`config.mk`:
```
export PLATFORM = sky130hd
export DESIGN_NAME = mul_operand_sequencer
export DESIGN_NICKNAME = d
export VERILOG_FILES = /design/src/rtl/mul_operand_sequencer.sv
export SDC_FILE = /design/constraint.sdc
export NUM_CORES = 1
export LEC_CHECK = 0
export ABC_AREA = 1
export BUFFER_PORTS_ARGS = -buffer_cell sky130_fd_sc_hd__buf_2
export CAP_MARGIN = 25
export CORE_MARGIN = 2
export CORE_UTILIZATION = 45
export CTS_BUF_LIST = sky130_fd_sc_hd__clkbuf_2 sky130_fd_sc_hd__clkbuf_4 sky130_fd_sc_hd__clkbuf_8
export CTS_CLUSTER_SIZE = 12
export DETAILED_ROUTE_END_ITERATION = 16
export GPL_TIMING_DRIVEN = 1
export PLACE_DENSITY = 0.82
export SLEW_MARGIN = 10
export SYNTH_ARGS = -nofsm -noshare
export SYNTH_HDL_FRONTEND = slang
export SYNTH_SLANG_ARGS = --single-unit
```
`constraint.sdc`:
```
create_clock -name clk -period 4.13 [get_ports clk]
set_input_delay 0.6195 -clock clk [delete_from_list [all_inputs] [get_ports clk]]
set_output_delay 0.6195 -clock clk [all_outputs]
set_load 0.05 [all_outputs]
```
`src/rtl/mul_operand_sequencer.sv`:
```
// Issue/capture stage for the 8-bit signed combinational multiplier.
// Holds operands for a settle window, then captures the product and hands it downstream.
module mul_operand_sequencer #(
  parameter int unsigned SETTLE_CYCLES = 2,
  parameter int unsigned COUNT_W       = 16
) (
  input  logic               clk,
  input  logic               rst,
  input  logic               in_valid,
  output logic               in_ready,
  input  logic [7:0]         in_a,
  input  logic [7:0]         in_b,
  output logic [7:0]         mul_x,
  output logic [7:0]         mul_y,
  input  logic [7:0]         mul_out,
  output logic               res_valid,
  input  logic               res_ready,
  output logic [7:0]         res_data,
  output logic               res_zero,
  output logic               res_neg,
  output logic               busy,
  output logic [COUNT_W-1:0] op_count
);

  localparam logic [1:0] IDLE   = 2'd0;
  localparam logic [1:0] SETTLE = 2'd1;
  localparam logic [1:0] HOLD   = 2'd2;

  localparam logic [3:0] CNT_INIT = 4'(SETTLE_CYCLES - 1);

  logic [1:0] state;
  logic [3:0] cnt;
  logic       in_xfer;
  logic       res_xfer;

  // in_ready depends combinationally on res_ready so HOLD can refill without a bubble.
  assign in_ready = (state == IDLE) || ((state == HOLD) && res_ready);
  assign in_xfer  = in_valid && in_ready;
  assign res_xfer = res_valid && res_ready;
  assign res_zero = (res_data == 8'h00);
  assign res_neg  = res_data[7];
  assign busy     = (state != IDLE);

  always_ff @(posedge clk or posedge rst) begin
    if (rst) begin
      state     <= IDLE;
      cnt       <= '0;
      mul_x     <= '0;
      mul_y     <= '0;
      res_data  <= '0;
      res_valid <= 1'b0;
      op_count  <= '0;
    end else begin
      case (state)
        IDLE: begin
          if (in_xfer) begin
            mul_x <= in_a;
            mul_y <= in_b;
            cnt   <= CNT_INIT;
            state <= SETTLE;
          end
        end
        SETTLE: begin
          if (cnt != 4'd0) begin
            cnt <= cnt - 4'd1;
          end else begin
            res_data  <= mul_out;
            res_valid <= 1'b1;
            state     <= HOLD;
          end
        end
        HOLD: begin
          if (res_xfer) begin
            res_valid <= 1'b0;
            op_count  <= op_count + COUNT_W'(1);
            if (in_xfer) begin
              mul_x <= in_a;
              mul_y <= in_b;
              cnt   <= CNT_INIT;
              state <= SETTLE;
            end else begin
              state <= IDLE;
            end
          end
        end
        default: state <= IDLE;
      endcase
    end
  end

endmodule

```
Yosys cells after proc, flatten, opt, wreduce, memory -nomap -nowiden
Index checks and enable logic that the tools add are counted.
{"block": "word_totals", "register_bits": 47, "inputBits": 28, "output_inout_bits": 45, "word_cells": 51}
{"block": "op_classes", "addsub": 2, "n_eq_ne": 6, "muxes": 18, "bitwise_logic": 1, "reduce_logical": 17}
{"operator": "8-bit 2-to-1 mux", "n": 4}
{"operator": "8-bit case mux with 2 select lines", "n": 2}
{"operator": "16-bit by 1-bit adder with 16-bit output (second input constant)", "n": 1}
{"operator": "4-bit 2-to-1 mux", "n": 3}
{"operator": "4-bit case mux with 3 select lines", "n": 1}
{"operator": "3-bit AND reduction", "n": 3}
{"operator": "8-bit zero test", "n": 1}
{"operator": "2-bit != test (second input constant)", "n": 4}
{"operator": "2-bit 2-to-1 mux", "n": 3}
{"operator": "2-bit case mux with 3 select lines", "n": 1}
{"operator": "2-bit AND reduction", "n": 3}
{"operator": "2-bit nonzero test", "n": 3}
{"operator": "4-bit nonzero test", "n": 1}
{"operator": "4-bit by 1-bit subtractor with 4-bit output (second input constant)", "n": 1}
{"operator": "1-bit logical AND", "n": 3}
{"operator": "1-bit 2-to-1 mux", "n": 3}
{"operator": "3-bit nonzero test", "n": 1}
{"operator": "2-bit by 1-bit == test with 1-bit output (second input constant)", "n": 1}
{"operator": "2-bit == test (second input constant)", "n": 1}
{"operator": "2-bit zero test", "n": 1}
{"operator": "1-bit case mux with 2 select lines", "n": 1}
{"operator": "1-bit logical OR", "n": 1}
{"operator": "1-bit NOT", "n": 1}

Logic depth before layout (Yosys ltp)
Gate-level depths: netlist of run 1.
{"block": "logic_depth", "ltp_word": 7, "mapped_depth": 9, "depth_no_buf": 8}

Least setup slack after synthesis of run 1
OpenSTA, ideal clock, no wires.
{"block": "synth_path", "path_type": "flip-flop to output port", "start": "reg res_data[6]", "end": "out res_zero", "arrival_ns": 2.227, "required_ns": 3.510, "slack_ns": 1.284, "stages_incl_launch_ff": 4, "n_path_buf": 0, "cell_sequence": "dfrtp_1 > inv_1 > nand2_1 > nor4_1"}
{"block": "synth_via", "elab_chain_cells": 1}
{"element": "start: declaration", "line_no": "18", "rtl": "output logic [7:0] res_data,"}
{"element": "start signal: assignment", "line_no": "67", "rtl": "res_data <= mul_out;"}
{"element": "8-bit zero test", "line_no": "40", "rtl": "assign res_zero = (res_data == 8'h00);"}
{"element": "end: declaration", "line_no": "19", "rtl": "output logic res_zero,"}
No other way between the ends.

Worst setup path in the final report of run 1
{"block": "layout_path", "start": "reg res_valid", "end": "reg mul_y[5]"}
{"block": "layout_via", "elab_chain_cells": 3}
{"element": "start: declaration", "line_no": "16", "rtl": "output logic res_valid,"}
{"element": "start signal: assignment", "line_no": "51", "rtl": "res_valid <= 1'b0;"}
{"element": "start signal: assignment", "line_no": "68", "rtl": "res_valid <= 1'b1;"}
{"element": "start signal: assignment", "line_no": "74", "rtl": "res_valid <= 1'b0;"}
{"element": "1-bit logical AND", "line_no": "39", "rtl": "assign res_xfer = res_valid && res_ready;"}
{"element": "2-bit != test (no line)"}
{"element": "2-bit AND reduction (no line)"}
{"element": "end signal: assignment", "line_no": "58", "rtl": "mul_y <= in_b;"}
{"element": "end signal: assignment", "line_no": "78", "rtl": "mul_y <= in_b;"}
{"element": "end: declaration", "line_no": "14", "rtl": "output logic [7:0] mul_y,"}
No other way between the ends.
A chain may end at the register's enable or synchronous reset.

==> impl_results.md, run 1 <==
* Total negative slack at 0 ps
* Class of the worst hold path: in2async
* Initial core utilization at 46.3%
* Uppermost signal routing layer after detailed routing: met4
* Max Freq at 0.481 GHz
* Synth Warn # at 0
* Count of pins on the block boundary at 73
* Fraction of final layout cells with drive strength greater than 1 at 25.7%
* Maximum ir drop on the vdd rail at 469 µV
* Core area at 0.00466 mm²
* Portion of the clock cycle consumed by the worst path in the final layout at 50.4%
* Average size of a mapped cell at around 8.1 µm²
* WS Path Type: reg2reg
* Clock tree root driver cell: clkbuf_8
* Total standard cell area after synthesis at 0.00216 mm²
* Non-filler cells, final at roughly 400
* Net Sw Frac at 51.2%
* Net Count, Synth at 297
* Clock tree from TritonCTS: built
* Clock Skew at 6.18 ps
* Hold Vio Cnt, Final at 0
* Count of clock tree sinks at 47
* Power per cell area at 809 mW/mm²
* Crit path arrival time at 2300 ps
* Final-report max-slew violation count at 0
* Insertion delay to the later sink of the worst-skew pair at around 280 ps
* Run status: complete, no violations
* Cell type with the largest total area after synthesis: dfrtp_1
* Final HPWL from detailed placement at 3370 µm
* Clock tree buffer depth at 2
* First-pass GRT wire length at 7370 µm
* Cell leakage power at between 1.5 and 2 nW
* Worst stage delay on the critical path at 570 ps
* Maxcap violations at 0
* Sequential fraction of design power at 33.6%
* Standard cell with the maximum stage delay on the critical path: nand3_1
* Placed cells at between 300 and 400
* Synth top area share at 54.5%
* Unrepaired setup endpoints after global routing: no
* Weighted congestion at the end of routability-driven global placement at 0.783
* Most area-consuming cells after synthesis: dfrtp_1, nand2_1, inv_1, nor2_1, nand3_1
* Cell Rows at 25
* Routed vias/inst at 4.79
* Depth of the CTS H-tree at 2
* Required time worst endpoint at 4350 ps
* Number of design rule violations left after detail routing at 0
* Initial antenna violation count at 0
* Switching pwr at roughly 1.1 mW
* Leading cell type by number of instances after synthesis: nand2_1
* Overall power of the completed layout at ~2.2 mW
* Cells traversed along the worst timing path: nand2_1, inv_1, nor2_1, nor2_1, nand3_1, inv_2, nand2_1, nand2_1
* Startpoint type of the worst setup path: flip-flop
* Number of filler instances in the final layout at 440
* Vias at 1898
* Number of setup buffers added after CTS at 0
* Count of flip-flops with a built-in enable after synthesis at 0
* Final nets at 372
* Antenna cell count at 0
* Total congestion overflow at 0
* Post-cts resize count at 0
* Number of detailed-routing iterations run before antenna repair at 4
* Met2 wire length at 2340 µm
* Number of antenna-violating nets in the routed design at 0
* TritonCTS buffer count at 5
* Kind of capture point of the worst setup path: flip-flop
* Routed len/inst at ~11 µm
* Most common library cells after synthesis: nand2_1, dfrtp_1, inv_1, nor2_1, nand3_1
* Post-synthesis sequential element count at 47
* Cell variety after synth at 22
* Proportion of register bits with asynchronous set or reset after synthesis at 100%
* Pin slew with the least headroom to its limit at 792 ps
* Worst slack on hold paths at 228 ps
* Count of final setup violators at 0
* Die outline area at 0.00537 mm²
* Post-Synthesis Cells at 267
* WL met3 at 170 µm
* Routed metal-1 wire length at 1930 µm
* Horiz. Die Dim at 73.3 µm
* Max Fanout on Critical Path at 22
* Most prevalent standard cell on the critical path: nand2_1
* Port Buf Inserts at 72
* Rel. slew slack at a little under half
* Layout-stage area growth over the synthesis result at 24.1%
* Portion of total power attributed to the clock network at 14.9%
* Shortest period the worst path allows at 2080 ps
* Detailed router's first-iteration violation count at 99
* Proportion of synthesized chip area in sequential cells at approximately 54%
* Vertical extent of the die at 73.3 µm
* Gr usage total at 17.5%
* Final WL at 4480 µm
* Pin count of the biggest net entering global routing at 48
* Most instantiated flip-flop cell in the synthesis netlist: dfrtp_1
* Clock transition at path regs at 80 ps
* Combinational fraction of design power at 51.4%
* Number of global-route vias before repair at 1776
* P_int at about 1.1 mW
* Count of hold buffers inserted by post-cts repair at 0
[routing by layer]
metal  global-route usage (%)  up-vias
met5                        0        -
met3                     4.39        6
met2                     30.2       44
li1                         -      967
met1                     21.2      881
met4                     5.97        0
[path summary, 6_finish.rpt]
check | startpoint | to | slack, ps | cells after the start
min reg2reg | mul_x[6] | mul_x[6] | 480 | 2
min in group clk | mul_x[6] | mul_x[6] | 480 | 2
min | rst | op_count[14] | 230 | 2
max | res_valid | mul_y[5] | 2050 | 8
max reg2reg | res_valid | mul_y[5] | 2050 | 8
max in group asynchronous | rst | cnt[1] | 3450 | 3
[state kept, by name, summed over array words and instances, names as in the netlist]
signal     count
mul_y          8
mul_x          8
op_count      16
res_valid      1
state          2
res_data       8
cnt            4
[critical path: cells and delay by family, from the launching register on]
family / cells / cell delay [ps]
buffers and inverters: 2 / 580
flip-flops: 1 / 430
AND/OR/NAND/NOR: 6 / 1000
[power groups by stage]
| stage | clock (mW) | sequential (mW) | combinational (mW) |
|---|---|---|---|
| final | 0.324 | 0.728 | 1.11 |
| after global routing | 0.347 | 0.750 | 1.21 |
| after CTS | 0.328 | 0.728 | 1.12 |
| after detailed placement | 0 | 0.734 | 1.12 |
| after global placement | 0 | 0.732 | 1.09 |
| after floorplan | 0 | 1.18 | 0.432 |
[cell type report]
class | instances | area (µm²) | area share, %
Sequential cell | 47 | 1180 | 43.9
Tap cell | 54 | 67.6 | 2.52
Multi-Input combinational cell | 186 | 840 | 31.3
Timing Repair Buffer | 73 | 380 | 14.2
Clock buffer | 6 | 76.3 | 2.85
Inverter | 29 | 109 | 4.06
Clock inverter | 1 | 30.0 | 1.12
[cells in the final DEF, fill, tap and decap left out, types with 2 or more instances in the layout]
cell type / instances
nand2_1: 104
buf_2: 72
dfrtp_1: 47
nor2_1: 28
inv_1: 27
nand3_1: 15
a21oi_1: 8
o21ai_0: 6
nand4_1: 6
xor2_1: 5
clkbuf_8: 5
xnor2_1: 4
or2_2: 2
inv_2: 2
ha_1: 2
[stage by stage]
step	util (%)	setup WS, ps	cell area, µm²
6_report	57.5	2050	2680
5_1_grt	57.5	1780	2680
4_1_cts	57.0	2000	2660
3_5_place_dp	54.8	1760	2550
3_3_place_gp	54.8	1820	2550
2_1_floorplan	-	1280	2160
[logic make-up (layout without fill, tap and decap cells)]
family	Yosys count	after routing	synth area share, %
AOI/OAI and AO/OA	15	15	3.48
xor gates and xnor gates	9	9	3.65
adders and majority gates	2	2	1.16
buffers and inverters	34	109	6.61
DFF	47	47	54.5
and+or+nand+nor	160	160	30.6
Note: power is estimated with default switching activity, not from simulation.
==> inputs of run 2 (changes only) <==
- clock period: 4.13 -> 2.2 ns (I/O delays scaled with it)
==> run 2 against run 1 <==
  * Routed wire length shrank 4.9%
  * Maximum frequency grew 21%
  * Sequential share of layout area is essentially flat
  * Critical path depth is the same
  * Sequential power grew 88%
  * Utilization is essentially flat
  * Critical path type unchanged
  * Critical endpoint is now mul_y[4]
==> impl_results.md, run 2 (synthesis gave the netlist of run 1 again) <==
* Final nets at 373 (+0.27%)
* Count of hold buffers inserted by post-cts repair at 0 (unchanged)
* Max reg flops at 16 (unchanged)
* Worst slack on hold paths at 11.1 ps (-217 ps)
* Total congestion overflow at 0 (unchanged)
* First-pass GRT wire length at 7000 µm (-5.0%)
* Worst reg2reg setup slack at 480 ps (-1570 ps)
* Vertical extent of the die at 73.3 µm (unchanged)
* Number of setup buffers added after CTS at 0 (unchanged)
* Shortest period the worst path allows at 1720 ps (-358 ps)
* Final WL at 4260 µm (-4.9%)
* Number of global-route vias before repair at 1670 (-6.0%)
* Number of antenna-violating nets in the routed design at 0 (unchanged)
* Worst flop-to-flop path endpoint: mul_y[4]
* Crit path arrival time at 1950 ps (-350 ps)
* Routed vias/inst at 4.74 (-1.2%)
* Commonest non-fill, non-tap cell in the layout: nand2_1
* Cells traversed along the worst timing path: inv_1, nand2_2, nor2_1, nor2_1, nand3_1, inv_2, nand2_1, nand2_1
* Class of the worst hold path: in2async
* Clock tree buffer depth at 2 (unchanged)
* Worst setup margin at 477 ps (-1570 ps)
* Worst slack at placement at 485 ps (-1270 ps)
* Initial antenna violation count at 0 (unchanged)
* Count of final setup violators at 0 (unchanged)
* Clock Skew at 4.57 ps (-1.60 ps)
* Worst stage delay on the critical path at 390 ps (-180 ps)
* Weighted congestion at the end of routability-driven global placement at 0.813 (+3.8%)
* P_int at 1.94 mW (+84%)
* Combinational fraction of design power at 52.0% (+0.6 points)
* Startpoint type of the worst setup path: flip-flop
* Count of pins on the block boundary at 73 (unchanged)
* Power per cell area at 1500 mW/mm² (+85%)
* Number of detailed-routing iterations run before antenna repair at 5 (+1)
* Insertion delay to the later sink of the worst-skew pair at 290 ps (about the same)
* Unrepaired setup endpoints after global routing: no
* Routed len/inst at 10.7 µm (-5.3%)
* Vias at 1885 (-0.68%)
* Required time worst endpoint at 2430 ps (-1920 ps)
* WS Path Type: reg2reg
* Count of clock tree sinks at 47 (unchanged)
* Net Sw Frac at 51.6% (+0.38 points)
* Maxcap violations at 0 (unchanged)
* Final HPWL from detailed placement at 3190 µm (-5.4%)
* Cell leakage power at 1.51 nW (about the same)
* Gr usage total at 16.6% (-0.88 points)
* Rel. slew slack at 66.2% (+19 points)
* Antenna cell count at 0 (unchanged)
* Non-filler cells, final at 398 (+0.51%)
* Kind of capture point of the worst setup path: flip-flop
* Die outline area at 0.00537 mm² (unchanged)
* Hold Vio Cnt, Final at 0 (unchanged)
* Cell Rows at 25 (unchanged)
* Pin count of the biggest net entering global routing at 30 (-38%)
* Layout-stage area growth over the synthesis result at 24.1% (about the same)
* Number of filler instances in the final layout at 447 (+1.6%)
* Depth of the CTS H-tree at 2 (unchanged)
* Fraction of final layout cells with drive strength greater than 1 at 26.5% (+0.72 points)
* Max Freq at 0.580 GHz (+21%)
* Worst Reg2Reg Path Length in Cells at 8 (unchanged)
* Reg-to-Reg Start: state[0]
* Sequential fraction of design power at 34.0% (+0.4 points)
* Post-cts resize count at 0 (unchanged)
* Overall power of the completed layout at 4.02 mW (+85%)
* Detailed router's first-iteration violation count at 61 (-38%)
* Switching pwr at 2.07 mW (+87%)
* Largest register by flop count: op_count
* Commonest non-fill, non-tap cells in the layout: nand2_1, buf_2, dfrtp_1
* Clock tree from TritonCTS: built
* Number of design rule violations left after detail routing at 0 (unchanged)
* Horiz. Die Dim at 73.3 µm (unchanged)
* Max Fanout on Critical Path at 16 (-27%)
* Portion of the clock cycle consumed by the worst path in the final layout at 78.3% (+28 points)
* Placed cells at 390 (+0.52%)
* Standard cell with the maximum stage delay on the critical path: dfrtp_1
* Pin slew with the least headroom to its limit at 505 ps (-286 ps)
* Final-report max-slew violation count at 0 (unchanged)
* Initial core utilization at 46.3% (unchanged)
* Maximum ir drop on the vdd rail at 907 µV (+94%)
* Port Buf Inserts at 72 (unchanged)
* Run status: complete, no violations
* Core area at 0.00466 mm² (unchanged)
* Clock transition at path regs at 80 ps (about the same)
* TritonCTS buffer count at 5 (unchanged)
* Clock tree root driver cell: clkbuf_8
* Portion of total power attributed to the clock network at 14.0% (-0.9 points)
* Total negative slack at 0 ps (unchanged)
## run 2: cell types whose count changed in the layout (fill, tap and decap cells not counted), sizes merged
cell / previous run / this run
buf: 73 / 74
clkbuf: 6 / 8
bufinv: 1 / 0
## run 2: area by class of cell
type                    count  area (µm²)  area share [%]
multi-input cells         186         846            31.6
flip-flops and latches     47        1180            43.9
well taps                  54        67.6            2.52
repair buffers             74         375            14.0
clock buffers               8         104            3.88
inverters                  29         109            4.07
## run 2: worst max-delay path by stage
stage	startpoint	end	cells past startpoint
after floorplan	res_data[6]	res_zero	3
after global placement	res_ready	mul_y[3]	9
after detailed placement	res_ready	mul_x[7]	9
after CTS	state[0]	mul_y[4]	8
after global routing	state[0]	mul_y[2]	8
final	state[0]	mul_y[4]	8
## run 2: through the flow
stage	util, %	area (µm²)
global route	57.4	2680
floorplan	-	2160
finish	57.4	2680
detailed placement	55.2	2570
global placement	55.2	2570
CTS	57.4	2680
## run 2: routing by layer
metal  up-vias  track usage [%]  wire (µm)
met2        49             28.5       2070
li1        974                -          -
met4         0             4.94         17
met3         2             4.25        176
met1       860             20.6       2000
met5         -                0          0
## run 2: critical path: cells and delay by family (launching register included)
| kind | cells | cell delay, ps |
|---|---|---|
| simple gates | 6 | 800 |
| buf+inv | 2 | 470 |
| flops | 1 | 390 |
## run 2: power by group through the flow
stage	Clock, mW	Sequential [mW]	Combinational, mW
2_1_floorplan	0	2.22	0.813
3_3_place_gp	0	1.38	2.06
3_5_place_dp	0	1.38	2.11
4_1_cts	0.585	1.37	2.11
5_1_grt	0.615	1.41	2.26
6_report	0.563	1.37	2.09
==> inputs of run 3 (changes only) <==
- clock period: 2.2 -> 1.8 ns (I/O delays scaled with it)
==> run 3 against run 2 <==
  * Register-to-register slack worse by 200 ps
  * Clock skew rose by 5.4 ps
  * Utilization grew 0.94 points
  * Largest power group unchanged
  * Highest routed layer unchanged
==> impl_results.md, run 3 (synthesis gave the netlist of run 1 again) <==
* Vertical extent of the die at 73.3 µm (unchanged)
* Clock tree from TritonCTS: built
* P_int at 2.40 mW (+23%)
* Clock transition at path regs at 80 ps (about the same)
* Pin count of the biggest net entering global routing at 48 (+60%)
* Hold Crit Depth at 3
* Required time worst endpoint at 1530 ps (-900 ps)
* Maximum ir drop on the vdd rail at 987 µV (+8.7%)
* Largest register by flop count: op_count
* Number of detailed-routing iterations run before antenna repair at 4 (-1)
* Hold Vio Cnt, Final at 0 (unchanged)
* Clock tree buffer depth at 2 (unchanged)
* Crit path arrival time at 1310 ps (-640 ps)
* Startpoint type of the worst setup path: flip-flop
* Max Freq at 0.634 GHz
* Fraction of final layout cells with drive strength greater than 1 at 27.5% (+1.0 points)
* Total congestion overflow at 0 (unchanged)
* Unrepaired setup endpoints after global routing: no
* Met2 wire length at 2230 µm (+7.8%)
* Run status: complete, no violations
* Placed cells at 391 (+0.26%)
* Core area at 0.00466 mm² (unchanged)
* Number of antenna-violating nets in the routed design at 0 (unchanged)
* Detailed router's first-iteration violation count at 90 (+48%)
* Routed vias/inst at 4.81 (+1.5%)
* Final WL at 4560 µm (+7.0%)
* Maxcap violations at 0 (unchanged)
* Worst setup margin at 223 ps (-254 ps)
* WL met3 at 236 µm (+34%)
* Horiz. Die Dim at 73.3 µm (unchanged)
* Count of clock tree sinks at 47 (unchanged)
* Worst Reg2Reg Path Length in Cells at 7 (-1)
* Portion of the clock cycle consumed by the worst path in the final layout at between 80% and 90%
* Combinational fraction of design power at 52.2% (+0.2 points)
* Portion of total power attributed to the clock network at 14.1% (about the same)
* Shortest period the worst path allows at between 1500 and 2000 ps
* Depth of the CTS H-tree at 2 (unchanged)
* Routed metal-1 wire length at 2030 µm (+1.7%)
* Uppermost signal routing layer after detailed routing: met4
* Insertion delay to the later sink of the worst-skew pair at 300 ps (about the same)
* Cell Rows at 25 (unchanged)
* Net Sw Frac at 51.8% (+0.20 points)
* Initial core utilization at 46.3% (unchanged)
* Cell leakage power at 1.52 nW (+1.0%)
* Vias at 1922 (+2.0%)
* Worst slack at placement at 84.7 ps (-400 ps)
* Die outline area at 0.00537 mm² (unchanged)
* Commonest non-fill, non-tap cells in the layout: nand2_1, buf_2, dfrtp_1
* TritonCTS buffer count at 5 (unchanged)
* Initial antenna violation count at 0 (unchanged)
* First-pass GRT wire length at 7580 µm (+8.3%)
* Commonest non-fill, non-tap cell in the layout: nand2_1
* Antenna cell count at 0 (unchanged)
* Port Buf Inserts at 72 (unchanged)
* Class of the worst hold path: in2reg
* Rel. slew slack at 75.2% (+9.0 points)
* Layout-stage area growth over the synthesis result at 26.1%
* Final HPWL from detailed placement at 3270 µm (+2.3%)
* Non-filler cells, final at 400 (+0.50%)
* Sequential fraction of design power at 33.7% (-0.3 points)
* Max reg flops at 16 (unchanged)
* Number of global-route vias before repair at 1746 (+4.6%)
* Power per cell area at 1830 mW/mm² (+22%)
* Overall power of the completed layout at 4.98 mW (+24%)
* Switching pwr at 2.58 mW (+24%)
* Count of pins on the block boundary at 73 (unchanged)
* Final nets at 375 (+0.54%)
* Max Fanout on Critical Path at 2 (-14)
* Pin slew with the least headroom to its limit at 369 ps (-136 ps)
* Clock Skew at 9.99 ps (+5.42 ps)
* WS Path Type: reg2out
* Clock tree root driver cell: clkbuf_8
* Weighted congestion at the end of routability-driven global placement at 0.763 (-6.1%)
* Routed len/inst at 11.4 µm (+6.5%)
* Kind of capture point of the worst setup path: primary output
* Count of final setup violators at 0 (unchanged)
* Number of setup buffers added after CTS at 0 (unchanged)
* Gr usage total at 18.0% (+1.4 points)
* Final-report max-slew violation count at 0 (unchanged)
* Number of design rule violations left after detail routing at 0 (unchanged)
run 3: cell types whose count changed in the layout (fill, tap and decap cells not counted), sizes merged:
cell         delta
buf             +1
dlygate4sd3     +1
run 3: cell type report:
type	count	area [µm²]
Clock buffer	8	104
Fill cell	445	1940
Inverter	29	111
Multi-Input combinational cell	186	857
Sequential cell	47	1180
Tap cell	54	67.6
Timing Repair Buffer	76	405
run 3: power by group through the flow:
stage | logic (mW) | clock network [mW] | registers [mW]
5_1_grt | 2.82 | 0.775 | 1.73
4_1_cts | 2.60 | 0.724 | 1.68
3_3_place_gp | 2.55 | 0 | 1.68
3_5_place_dp | 2.61 | 0 | 1.68
6_report | 2.60 | 0.704 | 1.68
2_1_floorplan | 0.997 | 0 | 2.72
run 3: critical path: stages, from the launching register on:
cell and delay (ps):
dfrtp_1 380, inv_1 80, nand4_1 130, nor4_2 140, buf_2 290
run 3: repair_timing:
action                     4_1_cts  5_1_grt
resized for setup                0        3
setup endpoints to repair        0       23
hold buffers                     1        0
hold endpoints to repair         8        0
run 3: final timing paths:
path	to	slack (ps)	startpoint
min reg2reg	mul_x[0]	490	mul_x[0]
min	mul_x[4]	160	in_a[4]
max in group asynchronous	op_count[1]	1020	rst
min in group asynchronous	op_count[14]	550	rst
max reg2reg	cnt[3]	280	cnt[0]
max	res_zero	220	res_data[3]
run 3: metal layers:
layer / GRT usage, % / up-vias
met5: 0 / -
met4: 6.79 / 0
met3: 4.39 / 8
met2: 29.7 / 53
met1: 22.8 / 885
li1: - / 976
run 3: metrics by stage:
step / setup TNS (ps) / util (%) / instance area [µm²] / hold slack (ps)
global placement: 0 / 55.7 / 2600 / 323
detailed placement: 0 / 55.7 / 2600 / 329
CTS: 0 / 58.2 / 2710 / 152
floorplan: -135 / - / 2170 / 380
finish: 0 / 58.4 / 2720 / 158
global route: 0 / 58.4 / 2720 / 160
